`src/rtl/mips_mc_pkg.sv`:
```
// Shared definitions for the multi-cycle MIPS control unit: opcode and funct constants,
// the FSM state encoding, ALUOp encodings and datapath mux select encodings.
package mips_mc_pkg;

   // Instruction opcodes (instr[31:26])
   localparam logic [5:0] OP_RTYPE = 6'h00;
   localparam logic [5:0] OP_J     = 6'h02;
   localparam logic [5:0] OP_BEQ   = 6'h04;
   localparam logic [5:0] OP_BNE   = 6'h05;
   localparam logic [5:0] OP_ADDI  = 6'h08;
   localparam logic [5:0] OP_LW    = 6'h23;
   localparam logic [5:0] OP_SW    = 6'h2B;

   // R-type funct codes (instr[5:0])
   localparam logic [5:0] FN_ADD = 6'h20;
   localparam logic [5:0] FN_SUB = 6'h22;
   localparam logic [5:0] FN_AND = 6'h24;
   localparam logic [5:0] FN_OR  = 6'h25;
   localparam logic [5:0] FN_SLT = 6'h2A;

   // 3-bit ALU operation codes, zero-extended to the configured width
   localparam logic [2:0] ALUC_AND = 3'b000;
   localparam logic [2:0] ALUC_OR  = 3'b001;
   localparam logic [2:0] ALUC_ADD = 3'b010;
   localparam logic [2:0] ALUC_SUB = 3'b110;
   localparam logic [2:0] ALUC_SLT = 3'b111;

   // FSM states; encodings are visible on state_dbg
   typedef enum logic [3:0] {
      StFetch   = 4'd0,
      StDecode  = 4'd1,
      StMemAdr  = 4'd2,
      StMemRd   = 4'd3,
      StMemWb   = 4'd4,
      StMemWr   = 4'd5,
      StRtypeEx = 4'd6,
      StRtypeWb = 4'd7,
      StBeqEx   = 4'd8,
      StAddiEx  = 4'd9,
      StAddiWb  = 4'd10,
      StJumpEx  = 4'd11,
      StBneEx   = 4'd12
   } state_e;

   typedef enum logic [1:0] {
      AluOpAdd   = 2'b00,
      AluOpSub   = 2'b01,
      AluOpFunct = 2'b10
   } alu_op_e;

   // ALU B operand select
   localparam logic [1:0] SRCB_RT      = 2'b00;
   localparam logic [1:0] SRCB_FOUR    = 2'b01;
   localparam logic [1:0] SRCB_IMM     = 2'b10;
   localparam logic [1:0] SRCB_IMM_SH2 = 2'b11;

   // PC source select
   localparam logic [1:0] PCSRC_ALU    = 2'b00;
   localparam logic [1:0] PCSRC_ALUOUT = 2'b01;
   localparam logic [1:0] PCSRC_JUMP   = 2'b10;

endpackage

```
`src/rtl/mc_alu_decoder.sv`:
```
// Combinational ALU control decoder.
// Ports:
//   alu_op_i        ALUOp from the FSM (add / sub / use funct)
//   funct_i         instr[5:0]
//   alu_control_o   ALU operation, ALUCTL_W bits (3-bit code zero-extended)
//   funct_illegal_o high when ALUOp selects funct and the funct is unsupported
module mc_alu_decoder
   import mips_mc_pkg::*;
#(
   parameter int unsigned ALUCTL_W = 3
) (
   input  alu_op_e             alu_op_i,
   input  logic [5:0]          funct_i,
   output logic [ALUCTL_W-1:0] alu_control_o,
   output logic                funct_illegal_o
);

   logic [2:0] code;

   always_comb begin
      code            = ALUC_ADD;
      funct_illegal_o = 1'b0;
      case (alu_op_i)
         AluOpSub: code = ALUC_SUB;
         AluOpFunct: begin
            case (funct_i)
               FN_ADD:  code = ALUC_ADD;
               FN_SUB:  code = ALUC_SUB;
               FN_AND:  code = ALUC_AND;
               FN_OR:   code = ALUC_OR;
               FN_SLT:  code = ALUC_SLT;
               default: begin
                  // Unknown funct still produces a harmless add
                  code            = ALUC_ADD;
                  funct_illegal_o = 1'b1;
               end
            endcase
         end
         default: code = ALUC_ADD;
      endcase
   end

   assign alu_control_o = ALUCTL_W'(code);

endmodule

```
`src/rtl/mips_multicycle_control.sv`:
```
// Multi-cycle MIPS control unit: Moore FSM sequencing fetch, decode, execute, memory and
// writeback, driving the shared-memory / shared-ALU datapath muxes and enables.
// Ports:
//   clk, rst          clock (rising edge), asynchronous active-high reset
//   opcode, funct     fields from the instruction register
//   zero              ALU zero flag (branch resolution)
//   mem_ready         memory access completes this cycle
//   iord .. pcen      datapath selects and enables
//   alu_control       ALU operation (ALUCTL_W bits)
//   illegal           sticky unsupported opcode/funct flag, cleared only by reset
//   state_dbg         current state encoding
module mips_multicycle_control
   import mips_mc_pkg::*;
#(
   parameter int unsigned ALUCTL_W = 3,
   parameter bit          EN_ADDI  = 1'b1,
   parameter bit          EN_BNE   = 1'b1,
   parameter bit          EN_JUMP  = 1'b1
) (
   input  logic                clk,
   input  logic                rst,
   input  logic [5:0]          opcode,
   input  logic [5:0]          funct,
   input  logic                zero,
   input  logic                mem_ready,
   output logic                iord,
   output logic                irwrite,
   output logic                mem_req,
   output logic                memwrite,
   output logic                regwrite,
   output logic                regdst,
   output logic                memtoreg,
   output logic                alusrca,
   output logic [1:0]          alusrcb,
   output logic [1:0]          pcsrc,
   output logic                pcen,
   output logic [ALUCTL_W-1:0] alu_control,
   output logic                illegal,
   output logic [3:0]          state_dbg
);

   state_e  state_q, state_d;
   logic    illegal_q, illegal_d;
   logic    illegal_dec;
   logic    funct_illegal;
   logic    pcwrite;
   logic    branch_eq, branch_ne;
   alu_op_e alu_op;

   mc_alu_decoder #(
      .ALUCTL_W (ALUCTL_W)
   ) u_alu_decoder (
      .alu_op_i        (alu_op),
      .funct_i         (funct),
      .alu_control_o   (alu_control),
      .funct_illegal_o (funct_illegal)
   );

   always_ff @(posedge clk or posedge rst) begin
      if (rst) begin
         state_q   <= StFetch;
         illegal_q <= 1'b0;
      end else begin
         state_q   <= state_d;
         illegal_q <= illegal_d;
      end
   end

   // funct_illegal can only assert in RTYPEEX, the only state selecting AluOpFunct
   assign illegal_d = illegal_q | illegal_dec | funct_illegal;
   assign illegal   = illegal_q;
   assign state_dbg = state_q;

   always_comb begin
      state_d     = state_q;
      illegal_dec = 1'b0;
      iord        = 1'b0;
      irwrite     = 1'b0;
      mem_req     = 1'b0;
      memwrite    = 1'b0;
      regwrite    = 1'b0;
      regdst      = 1'b0;
      memtoreg    = 1'b0;
      alusrca     = 1'b0;
      alusrcb     = SRCB_RT;
      pcsrc       = PCSRC_ALU;
      pcwrite     = 1'b0;
      alu_op      = AluOpAdd;
      branch_eq   = 1'b0;
      branch_ne   = 1'b0;

      case (state_q)
         StFetch: begin
            mem_req = 1'b1;
            alusrcb = SRCB_FOUR;
            irwrite = mem_ready;
            pcwrite = mem_ready;
            if (mem_ready) state_d = StDecode;
         end
         StDecode: begin
            alusrcb = SRCB_IMM_SH2;
            state_d = StFetch;
            case (opcode)
               OP_LW, OP_SW: state_d = StMemAdr;
               OP_RTYPE:     state_d = StRtypeEx;
               OP_BEQ:       state_d = StBeqEx;
               OP_BNE: begin
                  if (EN_BNE) state_d = StBneEx;
                  else        illegal_dec = 1'b1;
               end
               OP_ADDI: begin
                  if (EN_ADDI) state_d = StAddiEx;
                  else         illegal_dec = 1'b1;
               end
               OP_J: begin
                  if (EN_JUMP) state_d = StJumpEx;
                  else         illegal_dec = 1'b1;
               end
               default: illegal_dec = 1'b1;
            endcase
         end
         StMemAdr: begin
            alusrca = 1'b1;
            alusrcb = SRCB_IMM;
            state_d = (opcode == OP_SW) ? StMemWr : StMemRd;
         end
         StMemRd: begin
            mem_req = 1'b1;
            iord    = 1'b1;
            if (mem_ready) state_d = StMemWb;
         end
         StMemWr: begin
            mem_req  = 1'b1;
            iord     = 1'b1;
            memwrite = mem_ready;
            if (mem_ready) state_d = StFetch;
         end
         StMemWb: begin
            regwrite = 1'b1;
            memtoreg = 1'b1;
            state_d  = StFetch;
         end
         StRtypeEx: begin
            alusrca = 1'b1;
            alu_op  = AluOpFunct;
            state_d = StRtypeWb;
         end
         StRtypeWb: begin
            regwrite = 1'b1;
            regdst   = 1'b1;
            state_d  = StFetch;
         end
         StAddiEx: begin
            alusrca = 1'b1;
            alusrcb = SRCB_IMM;
            state_d = StAddiWb;
         end
         StAddiWb: begin
            regwrite = 1'b1;
            state_d  = StFetch;
         end
         StBeqEx: begin
            alusrca   = 1'b1;
            alu_op    = AluOpSub;
            pcsrc     = PCSRC_ALUOUT;
            branch_eq = 1'b1;
            state_d   = StFetch;
         end
         StBneEx: begin
            alusrca   = 1'b1;
            alu_op    = AluOpSub;
            pcsrc     = PCSRC_ALUOUT;
            branch_ne = 1'b1;
            state_d   = StFetch;
         end
         StJumpEx: begin
            pcsrc   = PCSRC_JUMP;
            pcwrite = 1'b1;
            state_d = StFetch;
         end
         default: state_d = StFetch;  // unreachable encodings recover
      endcase

      pcen = pcwrite | (branch_eq & zero) | (branch_ne & ~zero);

      // Async reset parks the FSM in FETCH, which would otherwise request memory
      if (rst) begin
         irwrite  = 1'b0;
         pcen     = 1'b0;
         memwrite = 1'b0;
         regwrite = 1'b0;
         mem_req  = 1'b0;
      end
   end

endmodule

```
`config.mk`:
```
export PLATFORM = sky130hd
export DESIGN_NAME = mips_multicycle_control
export DESIGN_NICKNAME = d
export VERILOG_FILES = /design/src/rtl/mips_mc_pkg.sv /design/src/rtl/mc_alu_decoder.sv /design/src/rtl/mips_multicycle_control.sv
export SDC_FILE = /design/constraint.sdc
export NUM_CORES = 1
export LEC_CHECK = 0
export BUFFER_PORTS_ARGS = -buffer_cell sky130_fd_sc_hd__buf_2
export CAP_MARGIN = 20
export CORE_MARGIN = 2
export CORE_UTILIZATION = 45
export DETAILED_ROUTE_END_ITERATION = 10
export PLACE_DENSITY = 0.79
export RECOVER_POWER = 100
export SLEW_MARGIN = 5
export SYNTH_ARGS = -nofsm -noshare
export SYNTH_HDL_FRONTEND = slang
export SYNTH_SLANG_ARGS = --single-unit
export TNS_END_PERCENT = 50
```
`constraint.sdc`:
```
create_clock -name clk -period 2 [get_ports clk]
set_input_delay 0.2 -clock clk [delete_from_list [all_inputs] [get_ports clk]]
set_output_delay 0.2 -clock clk [all_outputs]
set_load 0.02 [all_outputs]
```
==> impl_summary.txt, run 1 <==
----------------------------------------------------
[Setup path]
  R2r setup slk ... 0.52 ns
  Worst R2R End ... illegal$_DFF_PP0_
  Critical path required time ... 1.80 ns
  Worst setup SP type ... flop
  Endpoint kind of the worst setup timing path ... output port
  CP Max Fanout ... 4
  Data arrival time of the worst path ... 1.71 ns
  Class of the most critical setup path ... flop to output port
  Logic depth of the worst register-to-register path ... 7
  Launching point of the worst reg2reg path ... state_dbg[1]$_DFFE_PP0P_

[Synth]
  Share of synthesized flip-flops with an asynchronous set or reset ... 100%
  Largest family of logic cells by synthesized area ... simple AND/OR/NAND/NOR gates
  Synthesized instance count ... 104
  Warnings, synthesis ... 0
  Portion of netlist area occupied by mux cells ... 1.35%
  Synth Area in Adders ... 3.37%
  Count of distinct cell types in the synthesized netlist ... 45
  Cell Area, Synth ... 743 sq um
  Synth Area in XOR/XNOR ... 4.71%
  Simple-Gate Fraction of Synth Area ... 37.7%
  Net count of the mapped netlist ... 122
  Synthesized area per cell ... 7.15 sq um
  Number of synthesized flops with an enable pin ... 0
  Complex-gate fraction of the synthesized area ... 27.3%
  Flip-flop and latch count after synthesis ... 5
  Proportion of synthesized chip area in sequential cells ... 16.8%
  Main flop type after synthesis ... sky130_fd_sc_hd__dfrtp_1

[Power and ir drop]
  Total power after layout ... 1.08 mW
  Highest ir drop seen on vdd ... 0.000544 V
  Power Density ... 1100 nW/um^2
  Leakage power summed over all cells ... 0.464 nW

[Global route]
  Vias in the first global route ... 725
  Antenna violations before repair ... 0
  Combined global-route utilization of all metal layers ... 19.6%
  Total congestion overflow ... 0
  Met1 track utilization from global routing ... 26.4%
  Wire length of the first global-routing pass ... 2960 um
  Pin count of the biggest net entering global routing ... 18
  Highest-utilization routing layer at the global route stage ... met2
  GR met3 Demand/Resource ... 2.45%
  M2 GR Usage ... 33.3%

[STA]
  Final worst clock skew ... 0.00261 ns
  Max-slew violation total from the final report ... 0
  Max Fclk ... 522 MHz
  Headroom to the max-slew limit ... 79.6%
  Final setup violation count ... 0
  Crit path setup slack, layout ... 0.0854 ns
  Post-route setup TNS ... 0 ns
  Period minus WS final ... 1.91 ns
  Transition time at the pin with the least slew margin ... 0.305 ns
  Final Hold Violating Endpoints ... 0
  Final critical-path share of the clock period ... 95.7%

[Drt]
  Routed vias ... 888
  Remaining number of nets flagged by the antenna check after routing ... 0
  Number of DRC markers after the initial detailed-route iteration ... 21
  Avg Vias per Cell ... 5.66
  DRT Wirelength ... 1900 um
  Routed wire per std cell ... 12.1 um
  DR DRC count ... 0
  Drt first pass iters ... 5

[Floorplan]
  Die ar. ... 1990 sq um
  Initial core utilization ... 48.8%
  Placeable core area ... 1520 sq um
  IO Count ... 37
  Die height ... 44.6 um
  Horiz. Die Dim ... 44.6 um
  Number of rows in the core area ... 14

[Clock network]
  Clk sink count ... 5
  Number of buffers on the longest clock path ... 2
  Clk_lat worst skew ... 0.24 ns
  Number of buffers inserted during clock tree synthesis ... 3
  TritonCTS clock tree ... built
  Clock root buffer ... sky130_fd_sc_hd__clkbuf_4
  Number of H-tree branching levels ... 1
  Clock transition at path regs ... 0.04 ns

[Final layout]
  Final standard cell count with taps included and fillers excluded ... 157
  Number of nets in the layout ... 160
  Non-Filler Cell Area, Final ... 982 sq um
  Fraction of final layout cells with drive strength greater than 1 ... 34.8%
  Antenna Cells ... 0
  Total area of multi-input combinational cells ... 576 sq um
  FF/Latch Area ... 125 sq um
  Fill cell total of the finished layout ... 145
  Signed area change from the synthesized netlist to the final layout ... 32.2%

[Hold path]
  Hold path endpoint ... state_dbg[0]$_DFFE_PP0P_
  Hold Crit Depth ... 3
  Class of the most critical hold timing path ... input pin to flop
  Min-Delay Startpoint ... mem_ready

[Placement]
  Worst Setup Slack post-DPL ... 0.302 ns
  HPWL Detailed ... 1460 um
  Total cell area at the placement stage ... 932 sq um
  Input/output buffers ... 36
  Total instance count after detailed placement ... 152
  Final weighted congestion of routability-driven global placement ... 0.800

[Flow run]
  Maximum capacitance violations ... 0

[Run status]
  Status ... finished clean

----------------------------------------------------
## critical path: stages, from the launching register on
cell and delay [ns]:
sky130_fd_sc_hd__dfrtp_1 0.45, sky130_fd_sc_hd__nor2_4 0.16, sky130_fd_sc_hd__nand3_1 0.12, sky130_fd_sc_hd__inv_1 0.07, sky130_fd_sc_hd__ha_1 0.25, sky130_fd_sc_hd__a211o_1 0.27, sky130_fd_sc_hd__buf_2 0.15
## cell type report
class	instances	area share (%)
multi-input combinational	86	58.6
tap	16	2.04
inverter	5	1.91
sequential	5	12.7
clock buffer	4	2.68
timing repair buffer	41	22.0
## sequential cells by signal (all words and copies together) (netlist names)
signal and flops:
illegal 1, state_dbg 4
## cells in the mapped netlist, types with 2 or more instances
cell type / count / area (sq um)
sky130_fd_sc_hd__xor2_1: 3 / 26.3
sky130_fd_sc_hd__nor3b_1: 2 / 15.0
sky130_fd_sc_hd__nor2_1: 14 / 52.6
sky130_fd_sc_hd__inv_1: 5 / 18.8
sky130_fd_sc_hd__nand2b_1: 6 / 37.5
sky130_fd_sc_hd__a21o_1: 2 / 15.0
sky130_fd_sc_hd__a31oi_1: 3 / 18.8
sky130_fd_sc_hd__a21oi_1: 4 / 20.0
sky130_fd_sc_hd__nor4b_1: 2 / 17.5
sky130_fd_sc_hd__nand3_1: 3 / 15.0
sky130_fd_sc_hd__o21ai_0: 2 / 10.0
sky130_fd_sc_hd__nor2b_1: 3 / 18.8
sky130_fd_sc_hd__ha_1: 2 / 25.0
sky130_fd_sc_hd__nor3_1: 7 / 35.0
sky130_fd_sc_hd__buf_2: 3 / 15.0
sky130_fd_sc_hd__nand2_1: 10 / 37.5
sky130_fd_sc_hd__dfrtp_1: 5 / 125
## layout by cell type (no fill, tap or decap), types with 3 or more instances in the layout
master                      n
sky130_fd_sc_hd__a31oi_1    3
sky130_fd_sc_hd__buf_4      4
sky130_fd_sc_hd__nor3_1     6
sky130_fd_sc_hd__clkbuf_1   4
sky130_fd_sc_hd__buf_2     33
sky130_fd_sc_hd__xor2_1     3
sky130_fd_sc_hd__clkbuf_4   3
sky130_fd_sc_hd__inv_1      5
sky130_fd_sc_hd__dfrtp_1    5
sky130_fd_sc_hd__nand2b_1   5
sky130_fd_sc_hd__nand3_1    3
sky130_fd_sc_hd__nor2b_1    3
sky130_fd_sc_hd__a21oi_1    4
sky130_fd_sc_hd__nor2_1    12
sky130_fd_sc_hd__nand2_1   10
## routing by layer
layer	part of all wire, %	up-vias
met2	49	42
met5	0	-
met1	44	394
met4	0	0
li1	-	452
met3	7.1	0
## how the worst max path moves through the flow
stage,startpoint,to,slack [ns],cells after the start
floorplan,state_dbg[2]$_DFFE_PP0P_,alu_control[0],0.07,6
global placement,state_dbg[1]$_DFFE_PP0P_,alu_control[1],0.34,6
detailed placement,state_dbg[1]$_DFFE_PP0P_,alu_control[1],0.30,6
CTS,state_dbg[1]$_DFFE_PP0P_,alu_control[1],0.04,6
global route,state_dbg[3]$_DFFE_PP0P_,alu_control[1],-0.01,6
finish,state_dbg[3]$_DFFE_PP0P_,alu_control[1],0.09,6
## power by group
group	internal, mW	total [mW]	switching [mW]
combinational	0.307	0.804	0.497
sequential	0.129	0.158	0.0290
clock	0.0755	0.118	0.0430
## cell families (layout without fill, tap and decap cells)
logic type | Yosys count | count (layout)
muxes | 1 | 1
and+or+nand+nor | 54 | 54
buffers and inverters | 13 | 50
DFF | 5 | 5
AOI/OAI and AO/OA | 25 | 25
xor gates and xnor gates | 4 | 4
adders and majority gates | 2 | 2
## repair_timing
item                                   4_1_cts  5_1_grt
resized for setup                            0        4
setup buffers                                0        0
hold buffers                                 1        0
setup endpoints to repair                    0        2
endpoints found under the hold margin        5        0
## through the flow
stage | utilization, % | hold WS (ns)
6_report | 64.4 | 0.324
5_1_grt | 64.4 | 0.333
4_1_cts | 63.5 | 0.316
3_5_place_dp | 61.2 | 0.165
3_3_place_gp | 61.2 | 0.159
2_1_floorplan | - | -0.0161
(Power assumes the default switching activity.)
==> inputs of run 2 (changes only) <==
Settings changed: PLACE_DENSITY 0.79 to 0.89.
==> run 2 against run 1 <==
Net effect: register-to-register slack got worse by 0.04 ns; largest cell class unchanged; largest power group unchanged; clock power barely moved; first-iteration DRC count fell by 9.5%; die area did not move; worst setup slack got worse by 0.023 ns; clock-buffer cell count did not move; via count rose by 1.5%; cell count rose by 1.3%.
==> impl_summary.txt, run 2 (same netlist as run 1, synthesis figures left out) <==
----------------------------------------------------
[Hold path]
  Min-Delay Startpoint ... mem_ready (unchanged)
  Hold Crit Depth ... 3 (unchanged)
  Hold path endpoint ... state_dbg[0]$_DFFE_PP0P_ (unchanged)
  Class of the most critical hold timing path ... input pin to flop (unchanged)

[STA]
  Final setup violation count ... 0 (unchanged)
  RSZ-0062 raised after global routing ... false
  Post-route setup TNS ... 0 ns (unchanged)
  Final Hold Violating Endpoints ... 0 (unchanged)
  Final critical-path share of the clock period ... 96.9% (was 95.7%)
  Max Fclk ... 516 MHz (was 522 MHz)
  Final worst clock skew ... 0.00257 ns (was 0.00261 ns)
  Max-slew violation total from the final report ... 0 (unchanged)
  Period minus WS final ... 1.94 ns (was 1.91 ns)
  Headroom to the max-slew limit ... 60.1% (was 79.6%)
  Transition time at the pin with the least slew margin ... 0.584 ns (was 0.305 ns)

[Setup path]
  Logic depth of the worst register-to-register path ... 7 (unchanged)
  Total buffers and inverters traversed by the critical path ... 3 (was 2)
  R2r setup slk ... 0.48 ns (was 0.52 ns)
  Endpoint kind of the worst setup timing path ... output port (unchanged)
  Data arrival time of the worst path ... 1.74 ns (was 1.71 ns)
  Class of the most critical setup path ... flop to output port (unchanged)
  Cell with the largest stage delay on the worst path ... sky130_fd_sc_hd__dfrtp_1 (unchanged)
  Cell-by-cell listing of the critical path ... buf_4 -> nor2_2 -> inv_1 -> ha_1 -> a211o_1 -> buf_2 (was nor2_4 -> nand3_1 -> inv_1 -> ha_1 -> a211o_1 -> buf_2)
  Worst R2R End ... illegal$_DFF_PP0_ (unchanged)
  Worst setup SP type ... flop (unchanged)
  Top delay family on crit path ... flip-flops (unchanged)
  CP Max Fanout ... 7 (was 4)
  Launching point of the worst reg2reg path ... state_dbg[0]$_DFFE_PP0P_ (was state_dbg[1]$_DFFE_PP0P_)
  Largest stage delay on the critical path ... 0.41 ns (was 0.45 ns)
  Critical path required time ... 1.80 ns (about the same)

[Clock network]
  Clock transition at path regs ... 0.05 ns (was 0.04 ns)
  Number of buffers on the longest clock path ... 2 (unchanged)
  Clk sink count ... 5 (unchanged)
  Number of H-tree branching levels ... 1 (unchanged)
  TritonCTS clock tree ... built (unchanged)
  Number of buffers inserted during clock tree synthesis ... 3 (unchanged)
  Clock root buffer ... sky130_fd_sc_hd__clkbuf_4 (unchanged)
  Clk_lat worst skew ... 0.25 ns (was 0.24 ns)

[Power and ir drop]
  Leakage power summed over all cells ... 0.428 nW (was 0.464 nW)
  Sw Ratio ... 53.4% (was 52.7%)
  Power Density ... 1110 nW/um^2 (was 1100 nW/um^2)
  Combinational group share of total power ... 74.4% (about the same)
  Switching power of the nets ... 0.579 mW (was 0.569 mW)
  Highest ir drop seen on vdd ... 0.000623 V (was 0.000544 V)
  Portion of total power attributed to sequential cells ... 14.4% (was 14.6%)
  Clock power frac ... 11.2% (was 11.0%)
  Int Pwr ... 0.506 mW (was 0.511 mW)

[Global route]
  Total congestion overflow ... 0 (unchanged)
  Combined global-route utilization of all metal layers ... 24.2% (was 19.6%)
  Wire length of the first global-routing pass ... 3640 um (was 2960 um)
  Pin count of the biggest net entering global routing ... 18 (unchanged)
  Vias in the first global route ... 838 (was 725)
  Antenna violations before repair ... 0 (unchanged)

[Drt]
  Remaining number of nets flagged by the antenna check after routing ... 0 (unchanged)
  Routed vias ... 901 (was 888)
  DRT Wirelength ... 2060 um (was 1900 um)
  Routed wire per std cell ... 13.0 um (was 12.1 um)
  Number of DRC markers after the initial detailed-route iteration ... 19 (was 21)
  DR DRC count ... 0 (unchanged)
  Drt first pass iters ... 4 (was 5)
  Avg Vias per Cell ... 5.67 (was 5.66)

[Floorplan]
  Die ar. ... 1990 sq um (unchanged)
  Initial core utilization ... 48.8% (unchanged)
  Number of rows in the core area ... 14 (unchanged)
  Die height ... 44.6 um (unchanged)
  IO Count ... 37 (unchanged)
  Horiz. Die Dim ... 44.6 um (unchanged)
  Placeable core area ... 1520 sq um (unchanged)

[Final layout]
  Non-Filler Cell Area, Final ... 981 sq um (was 982 sq um)
  Highest-count cells in the layout ignoring fill and taps ... sky130_fd_sc_hd__buf_2, sky130_fd_sc_hd__clkbuf_1, sky130_fd_sc_hd__nor2_1 (was sky130_fd_sc_hd__buf_2, sky130_fd_sc_hd__nor2_1, sky130_fd_sc_hd__nand2_1)
  Fraction of final layout cells with drive strength greater than 1 ... 27.3% (was 34.8%)
  Antenna Cells ... 0 (unchanged)
  Fill cell total of the finished layout ... 136 (was 145)
  Signed area change from the synthesized netlist to the final layout ... 32.0% (was 32.2%)
  Commonest non-fill, non-tap cell in the layout ... sky130_fd_sc_hd__buf_2 (unchanged)
  Final standard cell count with taps included and fillers excluded ... 159 (was 157)
  Number of flip-flops under the largest register name ... 4 (unchanged)
  Number of nets in the layout ... 162 (was 160)

[Flow run]
  Maximum capacitance violations ... 0 (unchanged)

[Placement]
  Total instance count after detailed placement ... 153 (was 152)
  Total cell area at the placement stage ... 940 sq um (was 932 sq um)
  Final weighted congestion of routability-driven global placement ... 0.832 (was 0.800)
  Input/output buffers ... 36 (unchanged)
  HPWL Detailed ... 1560 um (was 1460 um)

[Run status]
  Status ... finished clean (unchanged)

----------------------------------------------------
-- run 2: cell types whose count changed in the layout (fill, tap and decap cells not counted) --
| cell | before | now |
|---|---|---|
| sky130_fd_sc_hd__clkbuf_1 | 4 | 15 |
| sky130_fd_sc_hd__a2111oi_2 | 1 | 0 |
| sky130_fd_sc_hd__buf_6 | 0 | 1 |
| sky130_fd_sc_hd__clkbuf_2 | 0 | 3 |
| sky130_fd_sc_hd__a2111oi_0 | 0 | 1 |
| sky130_fd_sc_hd__buf_2 | 33 | 19 |
| sky130_fd_sc_hd__buf_4 | 4 | 5 |
-- run 2: worst register-to-register path, cell delays in order (launching register included) --
cell,delay (ns)
sky130_fd_sc_hd__dfrtp_1,0.41
sky130_fd_sc_hd__buf_4,0.18
sky130_fd_sc_hd__nor2_2,0.10
sky130_fd_sc_hd__inv_1,0.05
sky130_fd_sc_hd__ha_1,0.23
sky130_fd_sc_hd__inv_1,0.06
sky130_fd_sc_hd__a31oi_1,0.04
sky130_fd_sc_hd__a311o_1,0.33
-- run 2: worst max path at each step --
stage / start / to / slack [ns] / cells past startpoint
6_report: state_dbg[0]$_DFFE_PP0P_ / alu_control[1] / 0.06 / 6
5_1_grt: state_dbg[0]$_DFFE_PP0P_ / alu_control[1] / 0.002 / 6
4_1_cts: state_dbg[0]$_DFFE_PP0P_ / alu_control[1] / 0.02 / 6
3_5_place_dp: state_dbg[0]$_DFFE_PP0P_ / alu_control[1] / 0.29 / 6
3_3_place_gp: state_dbg[0]$_DFFE_PP0P_ / alu_control[1] / 0.33 / 6
2_1_floorplan: state_dbg[2]$_DFFE_PP0P_ / alu_control[0] / 0.07 / 6
-- run 2: power by group through the flow --
stage | clock, mW | combinational [mW] | sequential (mW)
finish | 0.121 | 0.807 | 0.156
global route | 0.131 | 0.886 | 0.160
CTS | 0.123 | 0.818 | 0.147
detailed placement | 0 | 0.809 | 0.149
global placement | 0 | 0.793 | 0.147
floorplan | 0 | 0.579 | 0.177
-- run 2: area by class of cell --
class	instances	area [sq um]	area share, %
Multi-Input combinational cell	86	569	58.0
Clock buffer	4	26.3	2.68
Tap cell	16	20.0	2.04
Inverter	5	18.8	1.91
Timing Repair Buffer	43	221	22.6
Sequential cell	5	125	12.8
-- run 2: routing by layer --
layer | up-vias | GRT usage (%) | share of wire [%]
met1 | 417 | 31.9 | 44
met4 | 0 | 8.48 | 1.3
met2 | 25 | 39.1 | 50
met5 | - | 0 | 0
met3 | 4 | 4.49 | 4.6
li1 | 455 | - | -
-- run 2: through the flow --
stage	worst slack, ns	total power, mW	utilization, %	hold slack (ns)
floorplan	0.0731	0.756	-	-0.0161
global placement	0.329	0.940	61.7	0.150
detailed placement	0.288	0.958	61.7	0.155
CTS	0.0246	1.09	64.0	0.298
global route	0.00164	1.18	64.4	0.338
finish	0.0620	1.08	64.4	0.308
-- run 2: timing repair --
item | in CTS | in global routing
hold endpoints to repair | 5 | 0
buffers inserted | 0 | 1
resized for setup | 0 | 5
hold buffers | 1 | 0
endpoints found under the setup margin | 0 | 3
